## config.mk

```make
export PLATFORM = sky130hd
export DESIGN_NAME = param_router
export DESIGN_NICKNAME = d
export VERILOG_FILES = /design/src/rtl/param_router.sv
export SDC_FILE = /design/constraint.sdc
export NUM_CORES = 1
export LEC_CHECK = 0
export BUFFER_PORTS_ARGS = -buffer_cell sky130_fd_sc_hd__buf_4
export CORE_MARGIN = 2
export CORE_UTILIZATION = 40
export DETAILED_ROUTE_END_ITERATION = 8
export PLACE_DENSITY = 0.65
export SLEW_MARGIN = 30
export SYNTH_ARGS = -nofsm -noshare
export SYNTH_HDL_FRONTEND = slang
export SYNTH_SLANG_ARGS = --single-unit
```

## constraint.sdc

```tcl
create_clock -name clk -period 5.55 [get_ports clk]
set_input_delay 0.8325 -clock clk [delete_from_list [all_inputs] [get_ports clk]]
set_output_delay 0.8325 -clock clk [all_outputs]
set_load 0.02 [all_outputs]
```

## src/rtl/param_router.sv

```systemverilog
// Source-routed single-phit crossbar: per-input FIFOs, per-output round-robin arbiters and output registers.
// Optional PARAM_ROUTER_DROP_EN selects drop-on-full flow control with a saturating drop counter.
module param_router #(
    parameter int unsigned NPORTS = 4,
    parameter int unsigned PW     = 18,
    parameter int unsigned RW     = 4,
    parameter int unsigned DEPTH  = 4
) (
    input  logic                 clk,
    input  logic                 rst,
    input  logic [NPORTS*PW-1:0] in_data,
    input  logic [NPORTS-1:0]    in_valid,
    output logic [NPORTS-1:0]    in_ready,
    output logic [NPORTS*PW-1:0] out_data,
    output logic [NPORTS-1:0]    out_valid,
    input  logic [NPORTS-1:0]    out_ready,
    output logic [15:0]          drop_cnt
);
    localparam int unsigned DW = $clog2(NPORTS);
    localparam int unsigned AW = $clog2(DEPTH);

    logic [PW-1:0]     mem_q  [NPORTS][DEPTH];
    logic [AW:0]       wptr_q [NPORTS];
    logic [AW:0]       wptr_d [NPORTS];
    logic [AW:0]       rptr_q [NPORTS];
    logic [AW:0]       rptr_d [NPORTS];
    logic [DW-1:0]     rr_q   [NPORTS];
    logic [DW-1:0]     rr_d   [NPORTS];
    logic [PW-1:0]     od_q   [NPORTS];
    logic [PW-1:0]     od_d   [NPORTS];
    logic [NPORTS-1:0] ov_q, ov_d;
    logic [NPORTS-1:0] full, empty, push, pop;
    logic [PW-1:0]     head   [NPORTS];

    // Consume this hop's destination: route field shifts up by DW, payload untouched.
    function automatic logic [PW-1:0] advance(input logic [PW-1:0] p);
        logic [RW-1:0] rt;
        rt = p[PW-1 -: RW] << DW;
        return {rt, p[PW-RW-1:0]};
    endfunction

    always_comb begin
        for (int unsigned i = 0; i < NPORTS; i++) begin
            empty[i] = (wptr_q[i] == rptr_q[i]);
            full[i]  = (wptr_q[i][AW] != rptr_q[i][AW]) &&
                       (wptr_q[i][AW-1:0] == rptr_q[i][AW-1:0]);
            head[i]  = mem_q[i][rptr_q[i][AW-1:0]];
        end
    end

`ifdef PARAM_ROUTER_DROP_EN
    logic [NPORTS-1:0] drop;
    logic [15:0]       drop_cnt_q, drop_cnt_d;
    logic [16:0]       drop_sum;

    always_comb begin
        in_ready = rst ? '0 : '1;
        push     = in_valid & ~full & in_ready;
        drop     = in_valid & full & in_ready;
        drop_sum = {1'b0, drop_cnt_q};
        for (int unsigned i = 0; i < NPORTS; i++) begin
            drop_sum = drop_sum + 17'(drop[i]);
        end
        drop_cnt_d = drop_sum[16] ? 16'hFFFF : drop_sum[15:0];
    end

    always_ff @(posedge clk) begin
        if (rst) begin
            drop_cnt_q <= '0;
        end else begin
            drop_cnt_q <= drop_cnt_d;
        end
    end

    assign drop_cnt = drop_cnt_q;
`else
    always_comb begin
        in_ready = rst ? '0 : ~full;
        push     = in_valid & in_ready;
    end

    assign drop_cnt = '0;
`endif

    // Each input's head targets exactly one output, so at most one arbiter can pop it.
    always_comb begin
        logic          found;
        logic [DW-1:0] idx;
        pop   = '0;
        found = 1'b0;
        idx   = '0;
        for (int unsigned j = 0; j < NPORTS; j++) begin
            rr_d[j] = rr_q[j];
            od_d[j] = od_q[j];
            ov_d[j] = ov_q[j] && !out_ready[j];
            found   = 1'b0;
            if (!ov_q[j] || out_ready[j]) begin
                for (int unsigned off = 0; off < NPORTS; off++) begin
                    idx = rr_q[j] + DW'(off);
                    if (!found && !empty[idx] && (head[idx][PW-1 -: DW] == DW'(j))) begin
                        found    = 1'b1;
                        pop[idx] = 1'b1;
                        rr_d[j]  = idx + DW'(1);
                        ov_d[j]  = 1'b1;
                        od_d[j]  = advance(head[idx]);
                    end
                end
            end
        end
        for (int unsigned i = 0; i < NPORTS; i++) begin
            wptr_d[i] = wptr_q[i] + (AW+1)'(push[i]);
            rptr_d[i] = rptr_q[i] + (AW+1)'(pop[i]);
        end
    end

    always_ff @(posedge clk) begin
        for (int unsigned i = 0; i < NPORTS; i++) begin
            if (push[i]) begin
                mem_q[i][wptr_q[i][AW-1:0]] <= in_data[i*PW +: PW];
            end
        end
    end

    always_ff @(posedge clk) begin
        if (rst) begin
            ov_q <= '0;
            for (int unsigned i = 0; i < NPORTS; i++) begin
                wptr_q[i] <= '0;
                rptr_q[i] <= '0;
                rr_q[i]   <= '0;
                od_q[i]   <= '0;
            end
        end else begin
            ov_q <= ov_d;
            for (int unsigned i = 0; i < NPORTS; i++) begin
                wptr_q[i] <= wptr_d[i];
                rptr_q[i] <= rptr_d[i];
                rr_q[i]   <= rr_d[i];
                od_q[i]   <= od_d[i];
            end
        end
    end

    always_comb begin
        for (int unsigned j = 0; j < NPORTS; j++) begin
            out_data[j*PW +: PW] = od_q[j];
        end
    end

    assign out_valid = ov_q;

endmodule
```

==> results of run 1 <==
==> power by group through the flow <==
stage,combinational (mW),clock (mW),sequential [mW]
5_1_grt,9.11,2.96,3.66
3_5_place_dp,8.40,0,3.70
4_1_cts,8.43,2.84,3.64
6_report,8.57,2.78,3.63
2_1_floorplan,6.03,0,3.78
3_3_place_gp,8.25,0,3.69
==> cell usage after synthesis, types with 5 or more instances <==
library cell,count
edfxtp_1,288
mux4_2,262
clkbuf_1,151
nand2_1,146
nor2_1,127
dfxtp_1,100
o21ai_0,73
a21oi_1,62
a211oi_1,49
ha_1,39
mux2i_1,32
buf_4,28
nor2b_1,26
and2_1,25
inv_1,25
and3_1,24
buf_2,24
xnor2_1,24
nand3_1,23
o31a_1,21
nor3_1,20
buf_1,18
o221ai_1,17
a221oi_1,16
and4_1,16
a221o_1,14
o211a_1,14
a31oi_1,13
o22ai_1,13
a311oi_1,12
buf_6,12
nand2b_1,12
o32ai_1,12
xor2_1,12
o221a_2,9
or2_2,7
o211ai_1,6
o21ai_1,6
o31ai_1,6
o311a_1,5
==> cells by family after synthesis <==
kind of cell	Yosys count	share of synthesized area [%]
simple gates	448	8.829
compound gates	397	12.24
flops	388	44.28
mux	299	26.21
buf+inv	263	5.041
fa+ha+maj	40	2.071
xor+xnor	36	1.311
other cells	1	0.01559
==> sequential cells by signal, summed over array words and instances (netlist names) <==
register   flops
rr_q           8
od_q          64
rptr_q        12
out_valid      4
mem_q        288
wptr_q        12
==> cell type report <==
| class | instances | area, um^2 | area share (%) |
|---|---|---|---|
| clock inverter | 24 | 261.5 | 0.9659 |
| tap | 773 | 967.2 | 3.573 |
| antenna | 1 | 2.502 | 0.009243 |
| sequential | 388 | 10660 | 39.36 |
| multi-input combinational | 1244 | 12390 | 45.76 |
| timing repair buffer | 204 | 1558 | 5.754 |
| clock buffer | 54 | 1126 | 4.160 |
| inverter | 30 | 113.9 | 0.4206 |
==> critical path, stage by stage (launching register included) <==
cell,delay [ns]
dfxtp_1,0.62
mux4_2,0.74
a311oi_2,0.67
mux2i_4,0.22
mux2_2,0.42
o21ai_1,0.17
a31oi_1,0.07
a221o_1,0.33
a221o_1,0.32
ha_1,0.21
ha_1,0.28
nor2b_1,0.12
==> how the worst max path moves through the flow <==
stage,startpoint,to,cells after the start
after global routing,rptr_q[2][0]$_SDFF_PP0_,rptr_q[2][2]$_SDFF_PP0_,12
after global placement,rptr_q[0][0]$_SDFF_PP0_,rptr_q[0][2]$_SDFF_PP0_,12
after CTS,rptr_q[0][0]$_SDFF_PP0_,rptr_q[2][2]$_SDFF_PP0_,12
after floorplan,rr_q[3][0]$_SDFFE_PP0P_,rptr_q[1][1]$_SDFF_PP0_,16
final,rptr_q[2][0]$_SDFF_PP0_,rptr_q[1][1]$_SDFF_PP0_,11
after detailed placement,rptr_q[0][0]$_SDFF_PP0_,rptr_q[2][1]$_SDFF_PP0_,11
==> metal layers <==
layer / up-vias / track usage, % / wire length [um]
met5: - / 0 / 0
met4: 0 / 10.34 / 3185
li1: 7515 / - / -
met3: 161 / 6.040 / 7026
met1: 8818 / 29.68 / 28150
met2: 920 / 36.37 / 34100
==> per-stage QoR <==
stage                     hold WS (ns)  setup slack [ns]
after CTS                       0.4086             1.182
after detailed placement        0.4973             1.194
after floorplan                 0.5304            0.9962
after global placement          0.4957             1.243
after global routing            0.4240            0.9907
final                           0.4419             1.254
==> out/metrics.yaml, run 1 <==
route:
  wirelength_um: 72450
  drtAntennaViolNets: 0
  first_iter_violations: 2058
  routed_via_density: 6.407
  drc: 0
  firstDrtPassIters: 6
  wl_per_cell_um: 26.66
  dr_total_vias: 17410
yosys:
  yosys_warnings: 0
  ys_ff_latch: 388
  async_flop_share_pct: 0
  syn_inst: 1872
  synth_edf_count: 288
  seq_area_frac_synth_pct: 44.28
  synth_top_area_share_pct: 35.96
  ys_top_cells_by_area: "edfxtp_1 36%, mux4_2 25%, dfxtp_1 8.3%, clkbuf_1 2.4%, nand2_1 2.3%"
  yosysTopAreaCell: "edfxtp_1"
  synth_ff_type: "edfxtp_1"
  synth.distinct_cells: 82
  synth_area_um2: 24050
  synth.avg_cell_area_um2: 12.85
sta:
  fin_crit_ns: 4.296
  hold_viol: 0
  rsz0062_at_grt: "false"
  setup_viol: 0
  fin_setup_tns_ns: 0
  max_freq_mhz: 232.8
  skew_ns: 0.01817
  finalCritPeriodShare_pct: 77.40
  relSlewSlack_pct: 25.64
  tightest_slew_ns: 1.098
  drv_slew: 0
global_routing:
  antenna_found_initial: 2
  grtUsageTotal_pct: 22.97
  grt_pass1_wl_um: 108500
  grt.overflow.total: 0
  grt_pass1_vias: 17030
  grt_max_degree: 75
placement:
  io_buffers: 153
  placed_cells: 2638
  place_congestion: 0.9486
  dp_hpwl_um: 49620
  placed_area_um2: 25660
run:
  maxCapViolations: 0
setup_path:
  path_class: "flop to flop"
  arrival_ns: 4.76
  reg2reg_to: "rptr_q[1][1]$_SDFF_PP0_"
  startpoint_type: "flop"
  critical_path_required_ns: 6.01
  reg2reg_setup_slack_ns: 1.25
  cp-end-kind: "flop"
  ff2ff_path_depth: 11
  timing.rr.start: "rptr_q[2][0]$_SDFF_PP0_"
  worst-path-max-fanout: 13
cells_and_area:
  fillers: 5177
  fin_cells: 2718
  area_delta_synth_final_pct: 12.57
  final_common_cell: "edfxtp_1"
  utilization_pct: 45.70
  final_cell_mix: "288 x edfxtp_1, 262 x mux4_2, 199 x buf_4"
  layout.nets: 2031
  drive_above_1_share_pct: 30.66
  final_area_um2: 27070
power_and_ir_drop:
  p_total_mw: 14.98
  max-vdd-ir-drop_uv: 296.2
  powerDensity_nw_per_um2: 553.4
  p_leak_nw: 9.401
  combPwrFrac_pct: 57.2
  seq_power_share_pct: 24.2
  p_sw_share_pct: 42.94
  intPower_mw: 8.549
  p_sw_mw: 6.433
  clkPwrFrac_pct: 18.6
die:
  core-area_um2: 59240
  die-area_um2: 62100
  io_pins: 178
  rows: 89
  die_height_um: 249.2
  die_w_um: 249.2
  start_util_pct: 40.60
run_status:
  status: "finished, final reports clean"
worst_hold_path:
  hp-class: "input pin to flop"
  whs_endpoint: "mem_q[3][43]$_DFFE_PP_"
  holdPathStages: 1
  min_from: "in_data[61]"
cts:
  cts-root-buf: "clkbuf_16"
  clk_latency_ns: 0.59
  clkTransAtPathRegs_ns: 0.06
  cts_resized: 0
  post_cts_buffers: 0
  ctsLongestPathBuffers: 3
  cts_hold_buf: 0
  cts_sinks: 388
  cts_htree_levels: 2
  cts_made_buffers: 42
  cts_tree: "done"
(Power assumes the default switching activity.)
==> run 2, diff against run 1 <==
Clock period 5.55 ns to 4.1 ns, I/O delays scaled along.
==> run 2 against run 1 <==
Effect of this change: die area did not move; critical path type unchanged; non-clock buffer count rose by 41; maximum frequency rose by 11%; critical path depth did not move; sequential power rose by 35%.
==> out/metrics.yaml, run 2 (same netlist as run 1, synthesis figures left out) <==
run_status:
  status: "finished, final reports clean"
cells_and_area:
  fillers: 5251
  drive_above_1_share_pct: 31.76
  seq_area_um2: 10660
  largest_register_ffs: 288
  utilization_pct: 46.27
  final_common_cell: "edfxtp_1"
  final_cell_mix: "288 x edfxtp_1, 262 x mux4_2, 244 x buf_4"
  multi_input_area_um2: 12360
  layout.nets: 2074
  area_delta_synth_final_pct: 13.99
placement:
  dp_hpwl_um: 49880
  pre_cts_ws_ns: 0.1714
  place_congestion: 0.9489
  io_buffers: 153
sta:
  setup_viol: 0
  hold_viol: 0
  drv_slew: 0
  rsz0062_at_grt: "false"
  max_freq_mhz: 257.2
  fin_crit_ns: 3.888
  worst_slack_ns: 0.2124
  relSlewSlack_pct: 39.77
  hold_slack_ns: 0.2192
  finalCritPeriodShare_pct: 94.82
  skew_ns: 0.02589
  fin_setup_tns_ns: 0
  tightest_slew_ns: 0.8921
global_routing:
  grtUsageTotal_pct: 22.90
  grt_use_met1_pct: 29.61
  gr-usage-met3_pct: 6.165
  grt_pass1_vias: 17140
  antenna_found_initial: 1
  grt_busiest_layer: "met2"
  grt_max_degree: 65
  grt.overflow.total: 0
  grt_pass1_wl_um: 108500
  use_met2_pct: 36.09
power_and_ir_drop:
  p_total_mw: 20.75
  max-vdd-ir-drop_uv: 463.4
  powerDensity_nw_per_um2: 757.0
  p_leak_nw: 9.654
setup_path:
  ff2ff_path_depth: 11
  startpoint_type: "flop"
  cp-end-kind: "flop"
  worst-path-max-fanout: 13
  path_class: "flop to flop"
  arrival_ns: 4.33
  critical_path_required_ns: 4.55
  reg2reg_to: "rptr_q[3][1]$_SDFF_PP0_"
  timing.rr.start: "rptr_q[1][0]$_SDFF_PP0_"
  reg2reg_setup_slack_ns: 0.21
die:
  rows: 89
  die_height_um: 249.2
  io_pins: 178
  core-area_um2: 59240
  die_w_um: 249.2
  die-area_um2: 62100
  start_util_pct: 40.60
cts:
  clk_latency_ns: 0.59
  cts_tree: "done"
  cts_hold_buf: 0
  clkTransAtPathRegs_ns: 0.07
  ctsLongestPathBuffers: 3
  cts-root-buf: "clkbuf_16"
  cts_sinks: 388
  cts_made_buffers: 44
  cts_htree_levels: 2
route:
  wl_per_cell_um: 26.08
  first_iter_violations: 2021
  drc: 0
  firstDrtPassIters: 6
  dr_total_vias: 17480
  drtAntennaViolNets: 0
  routed_via_density: 6.329
  wirelength_um: 72010
run:
  maxCapViolations: 0
worst_hold_path:
  min_from: "in_data[20]"
  holdPathStages: 1
  whs_endpoint: "mem_q[1][56]$_DFFE_PP_"
  hp-class: "input pin to flop"
[run 2: cell count changes in the layout (fill, tap and decap cells not counted), moves of 3 or more]
cell and change:
buf_4 +45, bufinv_16 +4, clkinv_1 +4, and3_1 +3, and3_2 -3, clkinv_2 -3, inv_6 +3, nor3_2 +3
nor3_4 -3, nor3b_2 +3, nor3b_4 -3
[run 2: worst max-delay path, cell delays in order (launching register included)]
cell	delay [ns]
dfxtp_1	0.50
mux4_2	0.61
o311a_1	0.26
mux4_2	0.64
nand2_1	0.12
o21ai_0	0.07
a221o_1	0.27
a221o_1	0.38
a221o_1	0.32
ha_1	0.19
ha_1	0.26
nor2b_1	0.13
[run 2: per-stage QoR]
stage / instance area [um^2] / cells
floorplan: 24140 / 1895
global placement: 25900 / 2678
detailed placement: 25900 / 2678
CTS: 27380 / 2758
global route: 27410 / 2760
finish: 27410 / 2761
[run 2: area by class of cell]
type,count,share of cell area (%)
Clock inverter,26,1.200
Multi-Input combinational cell,1244,45.07
Clock buffer,54,4.190
Inverter,30,0.4108
Tap cell,773,3.528
Timing Repair Buffer,245,6.723
Sequential cell,388,38.87
Antenna cell,1,0.009128
[run 2: power by group]
| part | leakage [nW] | switching, mW | internal, mW | total (mW) |
|---|---|---|---|---|
| sequential | 3.44 | 0.293 | 4.60 | 4.90 |
| combinational | 5.50 | 6.77 | 5.02 | 11.8 |
| clock | 0.713 | 1.67 | 2.39 | 4.06 |
| total | 9.65 | 8.73 | 12.0 | 20.8 |
[run 2: what timing repair did]
action                     CTS  global route
setup endpoints to repair    0             8
setup buffers                0             2
gates resized for setup      0             2
[run 2: routing by layer]
layer | part of all wire (%) | vias up
met3 | 10 | 185
met4 | 4.6 | 2
met1 | 39 | 8799
li1 | - | 7612
met5 | 0.022 | -
met2 | 47 | 877
[run 2: how the worst max path moves through the flow]
stage	cells past startpoint	to	startpoint
final	11	rptr_q[3][1]$_SDFF_PP0_	rptr_q[1][0]$_SDFF_PP0_
after global routing	11	rptr_q[1][1]$_SDFF_PP0_	rptr_q[0][0]$_SDFF_PP0_
after CTS	12	rptr_q[1][1]$_SDFF_PP0_	rptr_q[3][0]$_SDFF_PP0_
after detailed placement	12	rptr_q[1][1]$_SDFF_PP0_	rptr_q[3][0]$_SDFF_PP0_
after global placement	12	rptr_q[1][1]$_SDFF_PP0_	rptr_q[3][0]$_SDFF_PP0_
after floorplan	16	rptr_q[1][1]$_SDFF_PP0_	rr_q[3][0]$_SDFFE_PP0P_
